File: src/rtl/program_counter_stk_pkg.sv
// program_counter_stk_pkg: shared defaults, action encoding and width helper for the program counter
package program_counter_stk_pkg;
  localparam int ADDR_W_DEF = 8;
  localparam int STK_DEPTH_DEF = 4;
  localparam int RESET_ADDR_DEF = 0;
  typedef enum logic [2:0] {OP_INC, OP_JMP, OP_CALL, OP_RET, OP_HOLD} op_t;
  function automatic int clog2(input int n);
    int r = 0;
    while ((1 << r) < n) r++;
    return r;
  endfunction
endpackage

File: src/rtl/program_counter_stk_call_stack.sv
// call_stack: circular return-address stack with depth count and sticky over/underflow flags
module call_stack
  import program_counter_stk_pkg::*;
#(
  parameter int W = ADDR_W_DEF,
  parameter int D = STK_DEPTH_DEF,
  localparam int PW = clog2(D)
) (
  input  logic          clk,
  input  logic          rst,
  input  logic          push,
  input  logic          pop,
  input  logic [W-1:0]  din,
  output logic [W-1:0]  dout,
  output logic [PW:0]   depth,
  output logic          ovf,
  output logic          unf
);
  logic [W-1:0] mem [D];
  logic [PW-1:0] ptr;
  logic full, empty;
  assign full = depth == (PW+1)'(D);
  assign empty = depth == '0;
  assign dout = mem[ptr - PW'(1)];
  always_ff @(posedge clk)
    if (!rst && push) mem[ptr] <= din;
  // a full push wraps the pointer onto the oldest entry and leaves depth saturated
  always_ff @(posedge clk) begin
    if (rst) begin
      ptr <= '0;
      depth <= '0;
      ovf <= 1'b0;
      unf <= 1'b0;
    end else if (push) begin
      ptr <= ptr + PW'(1);
      depth <= full ? depth : depth + 1'b1;
      ovf <= ovf | full;
    end else if (pop) begin
      ptr <= empty ? ptr : ptr - PW'(1);
      depth <= empty ? depth : depth - 1'b1;
      unf <= unf | empty;
    end
  end
endmodule

File: src/rtl/program_counter_stk.sv
// program_counter_stk: instruction address register with hold, jump and stacked call/return
module program_counter_stk
  import program_counter_stk_pkg::*;
#(
  parameter int ADDR_W = ADDR_W_DEF,
  parameter int STK_DEPTH = STK_DEPTH_DEF,
  parameter int unsigned RESET_ADDR = RESET_ADDR_DEF
) (
  input  logic                      CLK,
  input  logic                      RST,
  input  logic                      HOLD,
  input  logic                      JMP,
  input  logic                      CALL,
  input  logic                      RET,
  input  logic [ADDR_W-1:0]         TARGET,
  output logic [ADDR_W-1:0]         Addr,
  output logic [clog2(STK_DEPTH):0] Depth,
  output logic                      OVF,
  output logic                      UNF
);
  op_t op;
  logic [ADDR_W-1:0] inc, top, next_addr;
  assign inc = Addr + 1'b1;
  always_comb begin
    op = HOLD ? OP_HOLD : RET ? OP_RET : CALL ? OP_CALL : JMP ? OP_JMP : OP_INC;
    next_addr = op == OP_HOLD ? Addr :
                op == OP_RET ? (Depth != '0 ? top : inc) :
                (op == OP_CALL || op == OP_JMP) ? TARGET : inc;
  end
  always_ff @(posedge CLK)
    Addr <= RST ? ADDR_W'(RESET_ADDR) : next_addr;
  call_stack #(.W(ADDR_W), .D(STK_DEPTH)) stk (
    .clk(CLK),
    .rst(RST),
    .push(op == OP_CALL),
    .pop(op == OP_RET),
    .din(inc),
    .dout(top),
    .depth(Depth),
    .ovf(OVF),
    .unf(UNF)
  );
endmodule
File: config.mk
export PLATFORM = sky130hd
export DESIGN_NAME = program_counter_stk
export DESIGN_NICKNAME = d
export VERILOG_FILES = /design/src/rtl/program_counter_stk_pkg.sv /design/src/rtl/program_counter_stk_call_stack.sv /design/src/rtl/program_counter_stk.sv
export SDC_FILE = /design/constraint.sdc
export NUM_CORES = 1
export LEC_CHECK = 0
export BUFFER_PORTS_ARGS = -buffer_cell sky130_fd_sc_hd__buf_2
export CORE_AREA = 8 8 81 83
export CTS_CLUSTER_SIZE = 8
export DETAILED_ROUTE_END_ITERATION = 7
export DIE_AREA = 0 0 89 91
export GPL_TIMING_DRIVEN = 0
export PLACE_DENSITY = 0.74
export REMOVE_ABC_BUFFERS = 1
export SLEW_MARGIN = 20
export SYNTH_ARGS = -nofsm -noshare
export SYNTH_HDL_FRONTEND = slang
export SYNTH_SLANG_ARGS = --single-unit
File: constraint.sdc
create_clock -name CLK -period 3 [get_ports CLK]
set_input_delay 0 -clock CLK [delete_from_list [all_inputs] [get_ports CLK]]
set_output_delay 0 -clock CLK [all_outputs]
set_load 0.005 [all_outputs]
# == Word level (Yosys, flattened, before mapping) ==
# Memories as Yosys holds them, arrays and structs flattened.
# Cells that the tools add are included.
# op_classes
addsub,5
eq_ne,7
muxes,16
bitwise_logic,3
n_reduce_logical,9
# ops
op,count
8-bit two-way mux,3
3-bit two-way mux,5
2-bit two-way mux,5
"8-bit by 1-bit adder with 8-bit output, second input constant",1
"3-bit by 2-bit == test with 1-bit output, second input constant",2
"3-bit == test, second input constant",2
2-bit AND reduction,2
"3-bit by 1-bit adder with 3-bit output, second input constant",1
"3-bit by 1-bit == test with 1-bit output, second input constant",1
3-bit zero test,1
1-bit two-way mux,3
3-bit AND reduction,1
3-bit nonzero test,1
"3-bit by 1-bit subtractor with 3-bit output, second input constant",1
"2-bit by 1-bit adder with 2-bit output, second input constant",1
"2-bit by 1-bit != test with 1-bit output, second input constant",1
"2-bit != test, second input constant",1
1-bit OR,2
2-bit nonzero test,1
"2-bit by 1-bit subtractor with 2-bit output, second input constant",1
1-bit logical AND,1
1-bit zero test,1
1-bit logical OR,1
1-bit NOT,1
# word_totals
register_bits,15
mem_bits_rw,32
out_inout_bits,13
word_cells,46
mem_count,1
# memory_table
name,depth,width,read_ports,rd_clocked_by_memory_dff,write_ports,line_no,rtl
stk.mem,4,8,1,0,1,program_counter_stk_call_stack.sv:19,logic [W-1:0] mem [D];

# == Depth between registers and ports, before layout ==
# Gate-level depths: netlist of run 1.
# logic_depth
depth_word,8
depth_mapped,9
depth_no_buf,7

# == Modules after synthesis ==
# Synthesis of run 1 repeated with hierarchy kept, for this count alone.
# unflattened
cells_unflattened,174
hier_area_um2,2264.7
# modules_own_cells
mod,instances,cells_per_inst,area_each_um2,seq_area_each_um2
call_stack,1,97,1610.3,1101.1
program_counter_stk,1,77,654.4,160.2

# == Least setup slack after synthesis of run 1 ==
# No wires, ideal clock.
# synth_timing
path_kind,register -> register
startpoint,reg stk.ptr[0]
endpoint,reg Addr[2]
setup_time_ps,138
arrival_time_ps,1930
required_ps,2862
path_slack_ps,931
stages_incl_launch_ff,8
period_less_slack_ps,2069
path_cell_list,dfxtp_1 buf_4 inv_1 ha_1 clkbuf_1 mux4_2 a221oi_1 a221oi_2
# synth_between
elab_chain_cells,4
# synth_lines
element,line_no,rtl
from (decl),program_counter_stk_call_stack.sv:20,logic [PW-1:0] ptr;
from (signal assigned),program_counter_stk_call_stack.sv:35,ptr <= ptr + PW'(1);
from (signal assigned),program_counter_stk_call_stack.sv:39,ptr <= empty ? ptr : ptr - PW'(1);
2-bit by 1-bit subtractor with 2-bit output,program_counter_stk_call_stack.sv:24,assign dout = mem[ptr - PW'(1)];
memory read 4 x 8 bit,--,
8-bit two-way mux (2 in a row),program_counter_stk.sv:27,op == OP_RET ? (Depth != '0 ? top : inc) :
to (signal assigned),program_counter_stk.sv:31,Addr <= RST ? ADDR_W'(RESET_ADDR) : next_addr;
to (decl),program_counter_stk.sv:16,"output logic [ADDR_W-1:0] Addr,"
# No other way between the ends.
# A chain may end at the register's enable or synchronous reset.

# == Final worst setup path of run 1 ==
# Ends and elaborated chain as after synthesis.

==> run metrics, run 1 <==
status completed; CTS max path bufs 2; Routed WL per cell 17.2 um; gr ovfl total 0; Top FF cell, synth edfxtp_1; drt initial violations 125; Syn. warnings 0; Final Hold Fails 0; largest net degree at the start of global routing 18; Synth area leaders edfxtp_1 (42%), dfxtp_1 (13%), mux4_2 (7.8%); final cell count without fillers 287; drt pass-1 iters 4; RSZ-0062 raised after global routing no; synthesized flop and latch total 47; skew final 0.0105 ns; GRT Total Usage 13.0%; via count 1601; root buffer cell clkbuf_8; drt drc 0; post-route ant nets 0; Async SR Flop Fraction 0%; total power 0.00133 W; reg-to-reg startpoint stk.ptr[0]$_SDFFE_PP0P_; fmax 399 MHz; Critical Path RT 3.19 ns; RR Endpoint Addr[2]$_SDFFE_PP0P_; Hold Path Cell Cnt 3; crit-path max cell delay 0.81 ns; CP Class reg2reg; Clock Sinks 47; hold_sp RET; fin crit share 83.5%; CP Launch Point stk.ptr[0]$_SDFFE_PP0P_; IO Pins 27; Final Setup Violations 0; worst vdd ir 274 uV; DP HPWL 3.59 mm; Setup crit start kind flop; Starting Density 43.1%; CTS Buf Count 5; worst-path maximum fanout 12; Die ar. 8100 um^2; Final Core Density 48.2%; Die Y-Extent 91 um; final antenna diode count 0; die width 89 um; EDFF count, synth 32; PortBufs 26; H-tree levels 2; Setup Total Neg Slack 0 ns; fin crit period 2.50 ns; Worst-Margin Slew 0.733 ns; row cnt 27; Post-Synthesis Cells 189; Worst path slowest cell dfxtp_1; Netlist Area Pre-Place 2300 um^2; syn_area_per_cell 12.2 um^2; Worst Path Arrival 2.70 ns; design area 2570 um^2; fillcell total 516; CTS tree built; initial antenna violation count 0; GPL Wtd Cong 0.794; cells along the critical path inv_1 > ha_1 > mux4_2 > a221oi_1 > a221oi_2; Seq/Total Area, Yosys 54.8%; Synth cell types 48; Placed Cells 277; cell taking the most area after synthesis edfxtp_1; placeable core area 5340 um^2; critical path capture point type flop; post-synth top area share 41.7%; cell area power density 515 nW/um^2; Post-CTS Setup Bufs 0; Vias/cell 5.58; LEAKAGE 0.910 nW; vias in the first global route 1607; worst r2r path cells 5; CTS clk-pin slew, worst paths 0.09 ns; share of layout cells above drive strength 1 24.7%; Hold Path Sink Addr[1]$_SDFFE_PP0P_; Worst-Skew Late Latency 0.31 ns; first-pass GRT wire length 8.03 mm; Final Routed Wirelength 4.93 mm; NumNets Final 234; Max Cap Viol 0; Reg2Reg Setup Slack 0.50 ns; Syn-to-layout area delta 11.8%; HP Class in2reg; Max-slew headroom 51.1%; DP Area 2460 um^2; Final Max Tran Viols 0
## how the worst max path moves through the flow
stage / slack [ns] / endpoint
6_report: 0.50 / Addr[2]$_SDFFE_PP0P_
5_1_grt: 0.23 / Addr[2]$_SDFFE_PP0P_
4_1_cts: 0.41 / Addr[2]$_SDFFE_PP0P_
3_3_place_gp: 0.48 / Addr[2]$_SDFFE_PP0P_
3_5_place_dp: 0.42 / Addr[2]$_SDFFE_PP0P_
2_1_floorplan: 0.88 / Addr[2]$_SDFFE_PP0P_
## placed cells by master (no fill, tap or decap), drive strengths merged, types with 2 or more instances in the layout
cell type | Yosys | layout
a21o | 2 | 2
a21oi | 8 | 8
a221oi | 6 | 6
a31oi | 7 | 7
and2 | 5 | 5
buf | 5 | 26
clkbuf | 5 | 5
clkinvlp | 0 | 2
dfxtp | 15 | 15
dlygate4sd3 | 0 | 2
edfxtp | 32 | 32
ha | 6 | 6
inv | 9 | 10
mux4 | 8 | 8
nand2 | 11 | 11
nand3 | 5 | 5
nor2 | 13 | 13
nor2b | 2 | 2
nor3 | 3 | 3
o21ai | 13 | 13
o21bai | 4 | 4
o31a | 2 | 2
o31ai | 3 | 3
or2 | 3 | 3
or3 | 3 | 3
xnor2 | 5 | 5
## state kept, by name, summed over array words and instances (netlist names)
name,cells
stk.depth,3
Addr,8
stk.mem,32
stk.unf,1
stk.ovf,1
stk.ptr,2
## final cells by class
type	instances	area [um^2]	area share, %
Sequential cell	47	1260	49.0
Multi-Input combinational cell	123	947	36.8
Clock inverter	3	23.8	0.923
Tap cell	72	90.1	3.50
Clock buffer	5	68.8	2.67
Timing Repair Buffer	28	150	5.83
Inverter	9	33.8	1.31
## kinds of logic after synthesis
kind of cell / count (synthesis) / share of synthesized area [%]
fa+ha+maj: 6 / 3.26
buf+inv: 19 / 4.08
flops: 47 / 54.8
simple gates: 50 / 11.1
xor+xnor: 6 / 2.61
compound gates: 52 / 15.9
mux: 9 / 8.32
## report_power, final
part,leakage (nW),internal (W),total [W],switching [W]
Clock,0.0408,0.000167,0.000393,0.000226
Sequential,0.414,0.000716,0.000747,0.0000314
Combinational,0.456,0.0000861,0.000185,0.0000992
## repair_timing
action	CTS	global route
hold buffers	2	0
resized for setup	0	0
hold endpoints to repair	2	0
## per-stage QoR
step	worst slack (ns)	hold WS (ns)
finish	0.496	0.0367
global route	0.234	0.0294
CTS	0.406	0.0191
detailed placement	0.422	0.271
global placement	0.482	0.267
floorplan	0.884	0.0646
## synthesized netlist by cell type (3+ instances only)
master	count
and2_1	5
a21oi_1	8
or3_1	3
inv_1	9
nand2_1	11
a221oi_1	5
nand3_1	5
ha_1	6
mux4_2	8
xnor2_1	4
dfxtp_1	15
edfxtp_1	32
o21bai_1	4
o31ai_1	3
nor2_1	12
clkbuf_1	4
a31oi_1	7
o21ai_0	11
## metal layers
| metal | GRT usage (%) | share of wire [%] | vias to the layer above |
|---|---|---|---|
| li1 | - | - | 763 |
| met1 | 17.5 | 46 | 795 |
| met2 | 19.9 | 49 | 35 |
| met3 | 3.15 | 4.4 | 8 |
| met4 | 4.44 | 1.1 | 0 |
| met5 | 0 | 0 | - |
## critical path, delay by kind of cell, from the launching register on
family	cells	cell delay, ns
AO/OA/AOI/OAI	2	0.44
adder cells (fa/ha/maj)	1	0.61
buffers and inverters	1	0.15
flip-flops	1	0.81
multiplexers	1	0.38
Power figures use the tool's default switching activity.
==> inputs of run 2 (changes only) <==
PLACE_DENSITY = 0.76   (was 0.74)
clock period = 2.3 ns   (was 3 ns; I/O delays follow)
==> run 2 against run 1 <==
Net effect: critical path depth stayed put; critical path type unchanged; count of clock-buffer cells in the layout stayed put; utilization hardly changed; sequential cell count stayed put; highest routed layer unchanged; sequential power is 30% higher; largest power group unchanged; worst setup slack worse by 0.22 ns; power is 29% higher.
==> run metrics, run 2 (synthesis gave the netlist of run 1 again) <==
CTS clk-pin slew, worst paths 0.09 ns (about the same); Routed WL per cell 17.5 um (was 17.2 um); DP HPWL 3.51 mm (was 3.59 mm); Worst-Margin Slew 0.630 ns (was 0.733 ns); cells along the critical path inv_1 > ha_2 > mux4_2 > a221oi_1 > a221oi_2 (was inv_1 > ha_1 > mux4_2 > a221oi_1 > a221oi_2); fin crit share 87.8% (was 83.5%); GPL Wtd Cong 0.792 (was 0.794); CP Class reg2reg (unchanged); Worst path slowest cell ha_2 (was dfxtp_1); HP Class in2reg (unchanged); cell area power density 662 nW/um^2 (was 515 nW/um^2); largest net degree at the start of global routing 18 (unchanged); NumNets Final 234 (unchanged); row cnt 27 (unchanged); WP buf/inv 1 (unchanged); first-pass GRT wire length 8.00 mm (was 8.03 mm); GRT Total Usage 12.8% (was 13.0%); Syn-to-layout area delta 12.0% (was 11.8%); Die ar. 8100 um^2 (unchanged); worst vdd ir 278 uV (was 274 uV); Max-slew headroom 57.9% (was 51.1%); Final Hold Fails 0 (unchanged); die width 89 um (unchanged); Largest regs stk.mem (32), Addr (8), stk.depth (3) (unchanged); Vias/cell 5.62 (was 5.58); Final Routed Wirelength 5.01 mm (was 4.93 mm); Final Worst Setup Slack 0.280 ns (was 0.496 ns); Worst Path Arrival 2.20 ns (was 2.70 ns); H-tree levels 2 (unchanged); critical path capture point type flop (unchanged); fillcell total 512 (was 516); LEAKAGE 0.911 nW (was 0.910 nW); CTS tree built (unchanged); Worst-Skew Late Latency 0.30 ns (was 0.31 ns); skew final 0.00601 ns (was 0.0105 ns); dpl ws -0.302 ns (was 0.422 ns); Setup crit start kind flop (unchanged); Worst path top cell family by delay adder cells (was flip-flops); fmax 495 MHz (was 399 MHz); via count 1612 (was 1601); drt drc 0 (unchanged); share of layout cells above drive strength 1 25.1% (was 24.7%); total power 0.00171 W (was 0.00133 W); vias in the first global route 1596 (was 1607); Die Y-Extent 91 um (unchanged); CTS Buf Count 5 (unchanged); Final Max Tran Viols 0 (unchanged); max FFs per register 32 (unchanged); Clock Sinks 47 (unchanged); status completed (unchanged); Final Setup Violations 0 (unchanged); IO Pins 27 (unchanged); PortBufs 26 (unchanged); CTS max path bufs 2 (unchanged); leading cell type in the layout, fill and taps excluded edfxtp_1 (unchanged); worst-path maximum fanout 12 (unchanged); Max Cap Viol 0 (unchanged); crit-path max cell delay 0.51 ns (was 0.81 ns); root buffer cell clkbuf_8 (unchanged); most frequent cells in the layout edfxtp_1 (32), buf_2 (26), dfxtp_1 (14) (was edfxtp_1 (32), buf_2 (26), dfxtp_1 (15)); Post-CTS Setup Bufs 0 (unchanged); Critical Path RT 2.48 ns (was 3.19 ns); Most flops, register stk.mem (unchanged); placeable core area 5340 um^2 (unchanged); initial antenna violation count 0 (unchanged); final antenna diode count 0 (unchanged); gr ovfl total 0 (unchanged); Starting Density 43.1% (unchanged); drt pass-1 iters 4 (unchanged); post-route ant nets 0 (unchanged); fin crit period 2.02 ns (was 2.50 ns); drt initial violations 89 (was 125); RSZ-0062 raised after global routing no (unchanged)
-- run 2: per-stage QoR --
| step | setup TNS (ns) | area [um^2] | hold slack, ns | utilization, % | instances |
|---|---|---|---|---|---|
| floorplan | 0 | 2240 | 0.0646 | - | 179 |
| finish | 0 | 2580 | 0.0520 | 48.3 | 287 |
| global placement | -1.00 | 2460 | 0.267 | 46.1 | 277 |
| CTS | 0 | 2570 | 0.0510 | 48.2 | 287 |
| global route | 0 | 2580 | 0.0754 | 48.3 | 287 |
| detailed placement | -1.60 | 2460 | 0.266 | 46.1 | 277 |
-- run 2: what timing repair did --
| action | CTS | global route |
|---|---|---|
| endpoints found under the setup margin | 8 | 1 |
| endpoints found under the hold margin | 2 | 0 |
| gates resized for setup | 2 | 1 |
| hold buffers | 2 | 0 |
-- run 2: metal layers --
layer  GRT usage, %  up-vias  part of all wire [%]
li1               -      760                     -
met1           16.3      803                    45
met2           20.3       39                    48
met3           3.33       10                   5.0
met4           4.44        0                   2.0
met5              0        -                     0
-- run 2: where the power goes --
group	internal (W)	total, W	switching, W
Combinational	0.000114	0.000244	0.000130
Sequential	0.000934	0.000974	0.0000396
Clock	0.000212	0.000489	0.000277
-- run 2: path summary, 6_finish.rpt --
kind | startpoint | to | slack [ns] | cells past startpoint
worst min-delay path | RET | Addr[1]$_SDFFE_PP0P_ | 0.05 | 3
worst min register to register | stk.unf$_SDFFE_PP0P_ | stk.unf$_SDFFE_PP0P_ | 0.47 | 2
worst max-delay path | stk.ptr[0]$_SDFFE_PP0P_ | Addr[2]$_SDFFE_PP0P_ | 0.28 | 5
worst max register to register | stk.ptr[0]$_SDFFE_PP0P_ | Addr[2]$_SDFFE_PP0P_ | 0.28 | 5
-- run 2: cell type report --
class / count / area, um^2 / share of cell area, %
flip-flops and latches: 47 / 1260 / 49.1
multi-input cells: 123 / 950 / 36.8
repair buffers: 28 / 150 / 5.83
well taps: 72 / 90.1 / 3.50
clock buffers: 5 / 68.8 / 2.67
inverters: 9 / 33.8 / 1.31
clock inverters: 3 / 20.0 / 0.777
-- run 2: worst min-delay path, stage by stage --
cell	delay [ns]
buf_2	0.14
a21o_1	0.10
a221oi_1	0.06
==> inputs of run 3 (changes only) <==
CELL_PAD_IN_SITES_DETAIL_PLACEMENT = 0   (was unset)
CELL_PAD_IN_SITES_GLOBAL_PLACEMENT = 1   (was unset)
CORE_AREA = 8 8 84 86   (was 8 8 81 83)
DIE_AREA = 0 0 92 94   (was 0 0 89 91)
PLACE_DENSITY = 0.84   (was 0.76)
==> run 3 against run 2 <==
Net effect: routed wire length shrank 2.3%; clock power decreased by 5.3%; largest cell class unchanged; critical path type unchanged; sequential cell count stayed put; power is 1.5% lower; critical endpoint is now Addr[1]$_SDFFE_PP0P_; final cell count increased by 1.0%.
==> run metrics, run 3 (synthesis gave the netlist of run 1 again) <==
gr ovfl total 0 (unchanged); PortBufs 26 (unchanged); fillcell total 548 (was 512); DP HPWL 3.60 mm (was 3.51 mm); Max-slew headroom 56.5% (was 57.9%); CTS clk-pin slew, worst paths 0.08 ns (was 0.09 ns); initial antenna violation count 0 (unchanged); Die Y-Extent 94 um (was 91 um); GRT Total Usage 11.8% (was 12.8%); Most flops, register stk.mem (unchanged); die width 92 um (was 89 um); Starting Density 40.1% (was 43.1%); Worst setup endpoint Addr[1]$_SDFFE_PP0P_ (was Addr[2]$_SDFFE_PP0P_); Vias/cell 5.50 (was 5.62); Syn-to-layout area delta 11.7% (was 12.0%); Placed Cells 280 (was 277); fmax 490 MHz (was 495 MHz); Final Max Tran Viols 0 (unchanged); Final Setup Violations 0 (unchanged); first-pass GRT wire length 7.97 mm (was 8.00 mm); Worst-Skew Late Latency 0.29 ns (was 0.30 ns); fin crit share 88.7% (was 87.8%); Max Cap Viol 0 (unchanged); status completed (unchanged); drt initial violations 119 (was 89); vias in the first global route 1510 (was 1596); CTS tree built (unchanged); post-route ant nets 0 (unchanged); row cnt 28 (was 27); skew final 0.0112 ns (was 0.00601 ns); placeable core area 5750 um^2 (was 5340 um^2); leading cell type in the layout, fill and taps excluded edfxtp_1 (unchanged); final antenna diode count 0 (unchanged); max FFs per register 32 (unchanged); CP Class reg2reg (unchanged); root buffer cell clkbuf_8 (unchanged); LEAKAGE 0.909 nW (was 0.911 nW); Largest regs stk.mem (32), Addr (8), stk.depth (3) (unchanged); worst vdd ir 299 uV (was 278 uV); CP Launch Point stk.ptr[0]$_SDFFE_PP0P_ (unchanged); cell area power density 654 nW/um^2 (was 662 nW/um^2); GPL Wtd Cong 0.789 (was 0.792); H-tree levels 2 (unchanged); Clock Sinks 47 (unchanged); drt pass-1 iters 4 (unchanged); worst-path maximum fanout 12 (unchanged); Setup crit start kind flop (unchanged); dpl ws -0.293 ns (was -0.302 ns); critical path capture point type flop (unchanged); Setup Total Neg Slack 0 ns (unchanged); final cell count without fillers 290 (was 287); Final Routed Wirelength 4.90 mm (was 5.01 mm); HP Class in2reg (unchanged); Reg2Reg Setup Slack 0.26 ns (was 0.28 ns); Die ar. 8650 um^2 (was 8100 um^2); worst r2r path cells 5 (unchanged); Worst Path Arrival 2.20 ns (about the same); Worst-Margin Slew 0.652 ns (was 0.630 ns); drt drc 0 (unchanged); fin crit period 2.04 ns (was 2.02 ns); via count 1596 (was 1612); IO Pins 27 (unchanged); share of layout cells above drive strength 1 24.2% (was 25.1%); largest net degree at the start of global routing 18 (unchanged); Final Worst Setup Slack 0.260 ns (was 0.280 ns); Critical Path RT 2.46 ns (was 2.48 ns); Final Hold Fails 0 (unchanged); Routed WL per cell 16.9 um (was 17.5 um); RSZ-0062 raised after global routing no (unchanged); RR Endpoint Addr[1]$_SDFFE_PP0P_ (was Addr[2]$_SDFFE_PP0P_); CTS max path bufs 2 (unchanged); Post-CTS Setup Bufs 0 (unchanged); reg-to-reg startpoint stk.ptr[0]$_SDFFE_PP0P_ (unchanged); CTS Buf Count 5 (unchanged); most frequent cells in the layout edfxtp_1 (32), buf_2 (26), dfxtp_1 (14) (unchanged); total power 0.00168 W (was 0.00171 W); Hold Path Cell Cnt 3 (unchanged); NumNets Final 234 (unchanged)
run 3: cell types whose count changed in the layout (fill, tap and decap cells not counted):
cell | previous run | this run
clkbuf_1 | 0 | 3
clkinv_1 | 1 | 0
clkinv_4 | 1 | 0
clkinvlp_4 | 1 | 0
run 3: metal layers:
layer	vias up	track usage [%]	wire [um]
li1	765	-	-
met1	778	15.7	2250
met2	46	18.1	2350
met3	7	3.04	226
met4	0	4.16	69
met5	-	0	0
run 3: critical path, stage by stage (launching register included):
cell and delay (ns):
dfxtp_4 0.50, inv_1 0.11, ha_2 0.50, mux4_2 0.35
a221oi_1 0.32, a221oi_1 0.13
run 3: layout make-up:
type | instances | area [um^2] | share of cell area (%)
Multi-Input combinational cell | 123 | 950 | 36.9
Tap cell | 75 | 93.8 | 3.65
Inverter | 9 | 33.8 | 1.31
Sequential cell | 47 | 1260 | 49.2
Clock buffer | 8 | 80.1 | 3.11
Timing Repair Buffer | 28 | 150 | 5.84
run 3: how the worst min path moves through the flow:
stage / from / endpoint / slack (ns)
3_3_place_gp: TARGET[4] / Addr[4]$_SDFFE_PP0P_ / 0.28
6_report: RET / Addr[1]$_SDFFE_PP0P_ / 0.06
3_5_place_dp: TARGET[4] / Addr[4]$_SDFFE_PP0P_ / 0.27
2_1_floorplan: RST / stk.depth[1]$_SDFFE_PP0P_ / 0.06
5_1_grt: RET / Addr[1]$_SDFFE_PP0P_ / 0.06
4_1_cts: RET / Addr[1]$_SDFFE_PP0P_ / 0.05
run 3: report_power, final:
part / internal, W / total [W] / leakage (nW) / switching (W)
Clock: 0.000216 / 0.000463 / 0.0395 / 0.000247
Sequential: 0.000934 / 0.000976 / 0.415 / 0.0000417
Combinational: 0.000114 / 0.000242 / 0.455 / 0.000129
run 3: what timing repair did:
item	4_1_cts	5_1_grt
gates resized for setup	2	1
endpoints found under the setup margin	8	2
endpoints found under the hold margin	2	0
hold buffers	2	0
run 3: per-stage QoR:
stage,area (um^2),hold WS (ns),util [%]
global route,2570,0.0617,44.8
global placement,2470,0.279,42.9
CTS,2570,0.0476,44.7
finish,2570,0.0619,44.8
detailed placement,2470,0.272,42.9
floorplan,2240,0.0646,-
